===== src/rtl/pixel_stream_pkg.sv =====
// Shared definitions for the pixel stream generator/sink pair:
// default frame geometry, sink state encoding and error flag bit indices.
package pixel_stream_pkg;

    localparam int unsigned X_SIZE_DEF = 640;
    localparam int unsigned Y_SIZE_DEF = 480;

    typedef enum logic {
        WAIT_SOF = 1'b0,
        ACTIVE   = 1'b1
    } sink_state_e;

    localparam int unsigned ERR_EARLY_EOL = 0;
    localparam int unsigned ERR_LATE_EOL  = 1;
    localparam int unsigned ERR_SOF_MID   = 2;
    localparam int unsigned ERR_BAD_KEEP  = 3;

    // Counter width for a range of n positions; never narrower than one bit.
    function automatic int unsigned cnt_width(input int unsigned n);
        return (n > 1) ? $clog2(n) : 1;
    endfunction

endpackage


===== src/rtl/pixel_stream_ready_gen.sv =====
// Backpressure generator: an 8-phase rotation where stall_mask bit i
// holds tready low during phase i. tready is registered and never looks at tvalid.
module pixel_stream_ready_gen (
    input  logic       clk,
    input  logic       rst,
    input  logic [7:0] stall_mask,
    output logic       tready
);

    logic [2:0] phase_q;
    logic       tready_q;

    // Free-running phase counter and registered ready derived from the mask.
    always_ff @(posedge clk) begin
        if (rst) begin
            phase_q  <= '0;
            tready_q <= 1'b0;
        end else begin
            phase_q  <= phase_q + 3'd1;
            tready_q <= ~stall_mask[phase_q];
        end
    end

    assign tready = tready_q;

endmodule


===== src/rtl/pixel_stream_sink.sv =====
// AXI4-Stream video sink: tracks x/y position, checks SOF/EOL geometry,
// accumulates a per-frame checksum and reports clean frames and sticky errors.
module pixel_stream_sink
    import pixel_stream_pkg::*;
#(
    parameter int unsigned X_SIZE     = X_SIZE_DEF,
    parameter int unsigned Y_SIZE     = Y_SIZE_DEF,
    parameter int unsigned DATA_WIDTH = 32
) (
    input  logic                    in_stream_aclk,
    input  logic                    periph_reset,
    input  logic [DATA_WIDTH-1:0]   in_stream_tdata,
    input  logic                    in_stream_tvalid,
    output logic                    in_stream_tready,
    input  logic                    in_stream_tlast,
    input  logic [DATA_WIDTH/8-1:0] in_stream_tkeep,
    input  logic                    in_stream_tuser,
    input  logic [7:0]              stall_mask,
    input  logic                    err_clear,
    output logic                    frame_done,
    output logic [31:0]             frame_checksum,
    output logic [15:0]             frame_count,
    output logic [3:0]              err_flags
);

    localparam int unsigned XW = cnt_width(X_SIZE);
    localparam int unsigned YW = cnt_width(Y_SIZE);

    sink_state_e     state_q;
    logic [XW-1:0]   x_q;
    logic [YW-1:0]   y_q;
    logic [31:0]     acc_q;
    logic            frame_done_q;
    logic [31:0]     frame_checksum_q;
    logic [15:0]     frame_count_q;
    logic [3:0]      err_q;

    logic            tready;
    logic            accept;
    logic            track;
    logic [XW-1:0]   px;
    logic [YW-1:0]   py;
    logic            last_col;
    logic            last_row;
    logic [31:0]     acc_sum;
    logic [3:0]      err_set;

    pixel_stream_ready_gen u_ready_gen (
        .clk        (in_stream_aclk),
        .rst        (periph_reset),
        .stall_mask (stall_mask),
        .tready     (tready)
    );

    assign accept = in_stream_tvalid && tready;

    // Beat decode. A tuser beat (first SOF or mid-frame restart) is treated as
    // pixel (0,0) with an empty accumulator, so both paths share the EOL checks.
    always_comb begin
        track    = accept && (state_q == ACTIVE || in_stream_tuser);
        px       = in_stream_tuser ? '0 : x_q;
        py       = in_stream_tuser ? '0 : y_q;
        last_col = (px == XW'(X_SIZE - 1));
        last_row = (py == YW'(Y_SIZE - 1));
        acc_sum  = (in_stream_tuser ? 32'd0 : acc_q) + 32'(in_stream_tdata);
        err_set  = '0;
        if (accept && in_stream_tkeep != '1)
            err_set[ERR_BAD_KEEP] = 1'b1;
        if (accept && in_stream_tuser && state_q == ACTIVE)
            err_set[ERR_SOF_MID] = 1'b1;
        if (track && in_stream_tlast && !last_col)
            err_set[ERR_EARLY_EOL] = 1'b1;
        if (track && !in_stream_tlast && last_col)
            err_set[ERR_LATE_EOL] = 1'b1;
    end

    // Geometry FSM, accumulator and status registers.
    always_ff @(posedge in_stream_aclk) begin
        if (periph_reset) begin
            state_q          <= WAIT_SOF;
            x_q              <= '0;
            y_q              <= '0;
            acc_q            <= '0;
            frame_done_q     <= 1'b0;
            frame_checksum_q <= '0;
            frame_count_q    <= '0;
            err_q            <= '0;
        end else begin
            frame_done_q <= 1'b0;
            err_q        <= (err_clear ? 4'b0000 : err_q) | err_set;
            if (track) begin
                if (in_stream_tlast != last_col) begin
                    state_q <= WAIT_SOF;
                end else begin
                    acc_q <= acc_sum;
                    if (last_col) begin
                        x_q <= '0;
                        if (last_row) begin
                            y_q              <= '0;
                            state_q          <= WAIT_SOF;
                            frame_done_q     <= 1'b1;
                            frame_checksum_q <= acc_sum;
                            frame_count_q    <= frame_count_q + 16'd1;
                        end else begin
                            y_q     <= py + 1'b1;
                            state_q <= ACTIVE;
                        end
                    end else begin
                        x_q     <= px + 1'b1;
                        y_q     <= py;
                        state_q <= ACTIVE;
                    end
                end
            end
        end
    end

    assign in_stream_tready = tready;
    assign frame_done       = frame_done_q;
    assign frame_checksum   = frame_checksum_q;
    assign frame_count      = frame_count_q;
    assign err_flags        = err_q;

endmodule


===== config.mk =====
export PLATFORM = sky130hd
export DESIGN_NAME = pixel_stream_sink
export DESIGN_NICKNAME = d
export VERILOG_FILES = /design/src/rtl/pixel_stream_pkg.sv /design/src/rtl/pixel_stream_ready_gen.sv /design/src/rtl/pixel_stream_sink.sv
export SDC_FILE = /design/constraint.sdc
export NUM_CORES = 1
export LEC_CHECK = 0
export CAP_MARGIN = 10
export CORE_MARGIN = 2
export CORE_UTILIZATION = 44
export DETAILED_ROUTE_END_ITERATION = 10
export GPL_ROUTABILITY_DRIVEN = 0
export PLACE_DENSITY = 0.67
export SYNTH_ARGS = -nofsm -noshare
export SYNTH_HDL_FRONTEND = slang
export SYNTH_SLANG_ARGS = --single-unit
export TNS_END_PERCENT = 50

===== constraint.sdc =====
create_clock -name in_stream_aclk -period 5.3 [get_ports in_stream_aclk]
set_input_delay 1.59 -clock in_stream_aclk [delete_from_list [all_inputs] [get_ports in_stream_aclk]]
set_output_delay 1.59 -clock in_stream_aclk [all_outputs]
set_load 0.01 [all_outputs]

==> out/results.ini <==
[outcome]
status = finished clean

[floorplan]
die_x_um = 127
die_area_um2 = 16300
row_count = 45
die_h_um = 127
initial_core_util = 0.446
coreArea_um2 = 15000
boundaryPins = 104

[setup_path]
worst_path_largest_cell_delay_ns = 0.48
crit_family = simple AND/OR/NAND/NOR gates
cpMaxStageDelayCell = nor3_2
cp_max_fo = 33
crit_type = primary input to flip-flop
end_kind = flip-flop
crit_chain = buf_2, nor2b_1, ha_1, and4b_4, and3_1, buf_4, nand3_1, nor3_2, nand4_1, xor2_1, nor2_1
worstReg2RegEnd = frame_count[15]$_SDFFE_PP0P_
required_ns = 5.52
rrSetupSlack_ns = 2.39
critical_path_buf_inv_count = 2
reg2reg_depth = 10
crit_start = in_stream_tuser
r2r-start = x_q[0]$_SDFFE_PP0P_
critPathLaunchType = primary input
cp.arrival_ns = 4.45

[clock_network]
clock_latency_ns = 0.36
cts_setup_buffers = 0
ctsLongestPathBuffers = 2
cts-root-buf = clkbuf_16
numCtsBuffers = 9
path_clk_slew_ns = 0.08
cts_hold_buffers = 0
cts_tree = yes
cts-resized-gates = 0
cts.sinks = 109
cts_max_level = 3

[global_routing]
grt_max_degree = 70
antenna_found_initial = 0
grt_pass1_wl_um = 28700
grt-ovfl-total = 0
gr-max-usage-layer = met2
track_usage = 0.216
met1_usage = 0.299
grt_pass1_vias = 5698
gr-usage-met3 = 0.0473
use_met2 = 0.350

[route]
vias_per_cell = 5.64
antenna_left = 0
wl_um = 17700
wl_per_cell_um = 15.7
drt_iter0_drc = 533
dr_total_vias = 6318
drt_first_pass_iters = 7
drc = 0

[cells_and_area]
diodes = 0
seqCellArea_um2 = 2180
design_area_um2 = 8110
filler_cell_count = 1436
layout-drive-gt1-share = 0.0536
fin_nets = 1014
area_delta_synth_final_pct = 20.9
multiInputGateArea_um2 = 4220

[pwr]
leakagePower_nw = 2.94
pwr-share-seq = 0.477
p_int_mw = 1.29
p_total_mw = 1.75
pwr-share-clk = 0.415
p_per_area_nw_per_um2 = 215
power_switching_mw = 0.455
p_comb_frac = 0.109
ir_worst_vdd_mv = 0.141
p_sw_frac = 0.261

[place]
pre_cts_ws_ns = 0.694
dpl.hpwl_um = 12900
place_area_um2 = 7790
port_buffers = 103

[timing]
worst_slew_pin_slew_ns = 0.783
maxSlewViolCount = 0
setup_viol = 0
slew_headroom = 0.477
setup-tns-final_ns = 0
max_clock_freq_mhz = 237
fin_crit_sh = 0.797
finalHoldViolations = 0
holdWs_ns = 0.447
skew_ns = 0.00817
grt_setup_unrepaired = no
final.setup.worst_slack_ns = 1.08
period_minus_slack_ns = 4.22

[yosys]
postSynthAreaPerCell_um2 = 7.81
synth_cell_types = 72
synth.cell_area_um2 = 6710
synth.most_common_cell = nand2_1
synth_top_area_share = 0.325
yosys-top-cells-count = 132 x nand2_1, 109 x dfxtp_1, 90 x a21oi_1, 60 x nor2_1, 47 x o21ai_0
syn_nets = 945
yosysWarnings = 0
ys_async_sr_fraction = 0
ys.flop_type = dfxtp_1
synth_seq_cells = 109
synth_area_leaders = dfxtp_1 33%, nand2_1 7.4%, a21oi_1 6.7%
synth.largest_area_cell = dfxtp_1
netlist_instances = 859
seq_area_frac_synth = 0.325
synth_edf_count = 0

[worst_hold_path]
hold_path_depth = 2
hold_class = flip-flop to flip-flop
hold_path.startpoint = acc_q[26]$_SDFFE_PP0P_
holdPathEnd = acc_q[26]$_SDFFE_PP0P_

[run]
drv_cap = 0

==> per-stage QoR <==
stage	instances	util
after floorplan	859	-
after global placement	1105	0.518
after detailed placement	1105	0.518
after CTS	1121	0.539
after global routing	1121	0.539
final	1121	0.539
==> power by group through the flow <==
stage               registers, mW  logic (mW)  clock network [mW]
CTS                         0.832       0.189               0.738
global placement            0.851       0.189                   0
global route                0.834       0.209               0.774
detailed placement          0.851       0.188                   0
floorplan                   0.851       0.120                   0
finish                      0.832       0.190               0.724
==> per-layer routing <==
layer / wire [um] / share of wire / vias up
met1: 8450 / 0.48 / 2941
met5: 0 / 0 / -
li1: - / - / 3220
met3: 808 / 0.046 / 13
met2: 8240 / 0.47 / 144
met4: 158 / 0.0090 / 0
==> tightest hold or removal path, delay by kind of cell, from the launching register on <==
kind,cells,cell delay (ns)
compound gates,1,0.05
flops,1,0.31
simple gates,1,0.05
==> cell type report <==
class | count | area share
multi-input combinational | 685 | 0.520
clock inverter | 7 | 0.0113
tap | 188 | 0.0290
timing repair buffer | 116 | 0.140
sequential | 109 | 0.269
clock buffer | 9 | 0.0278
inverter | 7 | 0.00324
==> how the worst max path moves through the flow <==
stage / end / slack (ns) / cells past startpoint
after detailed placement: frame_count[15]$_SDFFE_PP0P_ / 0.69 / 11
final: frame_count[15]$_SDFFE_PP0P_ / 1.08 / 11
after global placement: frame_checksum[29]$_SDFFE_PP0P_ / 0.75 / 9
after floorplan: frame_checksum[20]$_SDFFE_PP0P_ / 0.86 / 13
after global routing: frame_checksum[29]$_SDFFE_PP0P_ / 0.73 / 9
after CTS: frame_count[15]$_SDFFE_PP0P_ / 1.06 / 11
==> sequential cells by signal, summed over array words and instances (netlist names) <==
register             flops
acc_q                   32
frame_checksum          32
frame_count             16
x_q                     10
y_q                      9
err_flags                4
u_ready_gen.phase_q      3
frame_done               1
state_q                  1
u_ready_gen.tready       1
==> cell usage in the layout, fill, tap and decap left out, types with 20 or more instances in the layout <==
cell type,instances
nand3_1,22
clkdlybuf4s50_1,101
nor2b_1,41
xnor2_1,20
o21ai_0,47
a21oi_1,90
nor2_1,60
nand4_1,22
dfxtp_1,109
nand2_1,132
ha_1,35
==> kinds of logic (layout without fill, tap and decap cells) <==
family / count (synthesis) / count (layout) / synth area share
flip-flops: 109 / 109 / 0.325
AND/OR/NAND/NOR: 374 / 374 / 0.287
buffers and inverters: 65 / 139 / 0.0464
multiplexers: 3 / 3 / 0.00820
adder cells (fa/ha/maj): 36 / 36 / 0.0682
XOR/XNOR: 38 / 38 / 0.0507
AO/OA/AOI/OAI: 234 / 234 / 0.214
Note: power is estimated with default switching activity, not from simulation.
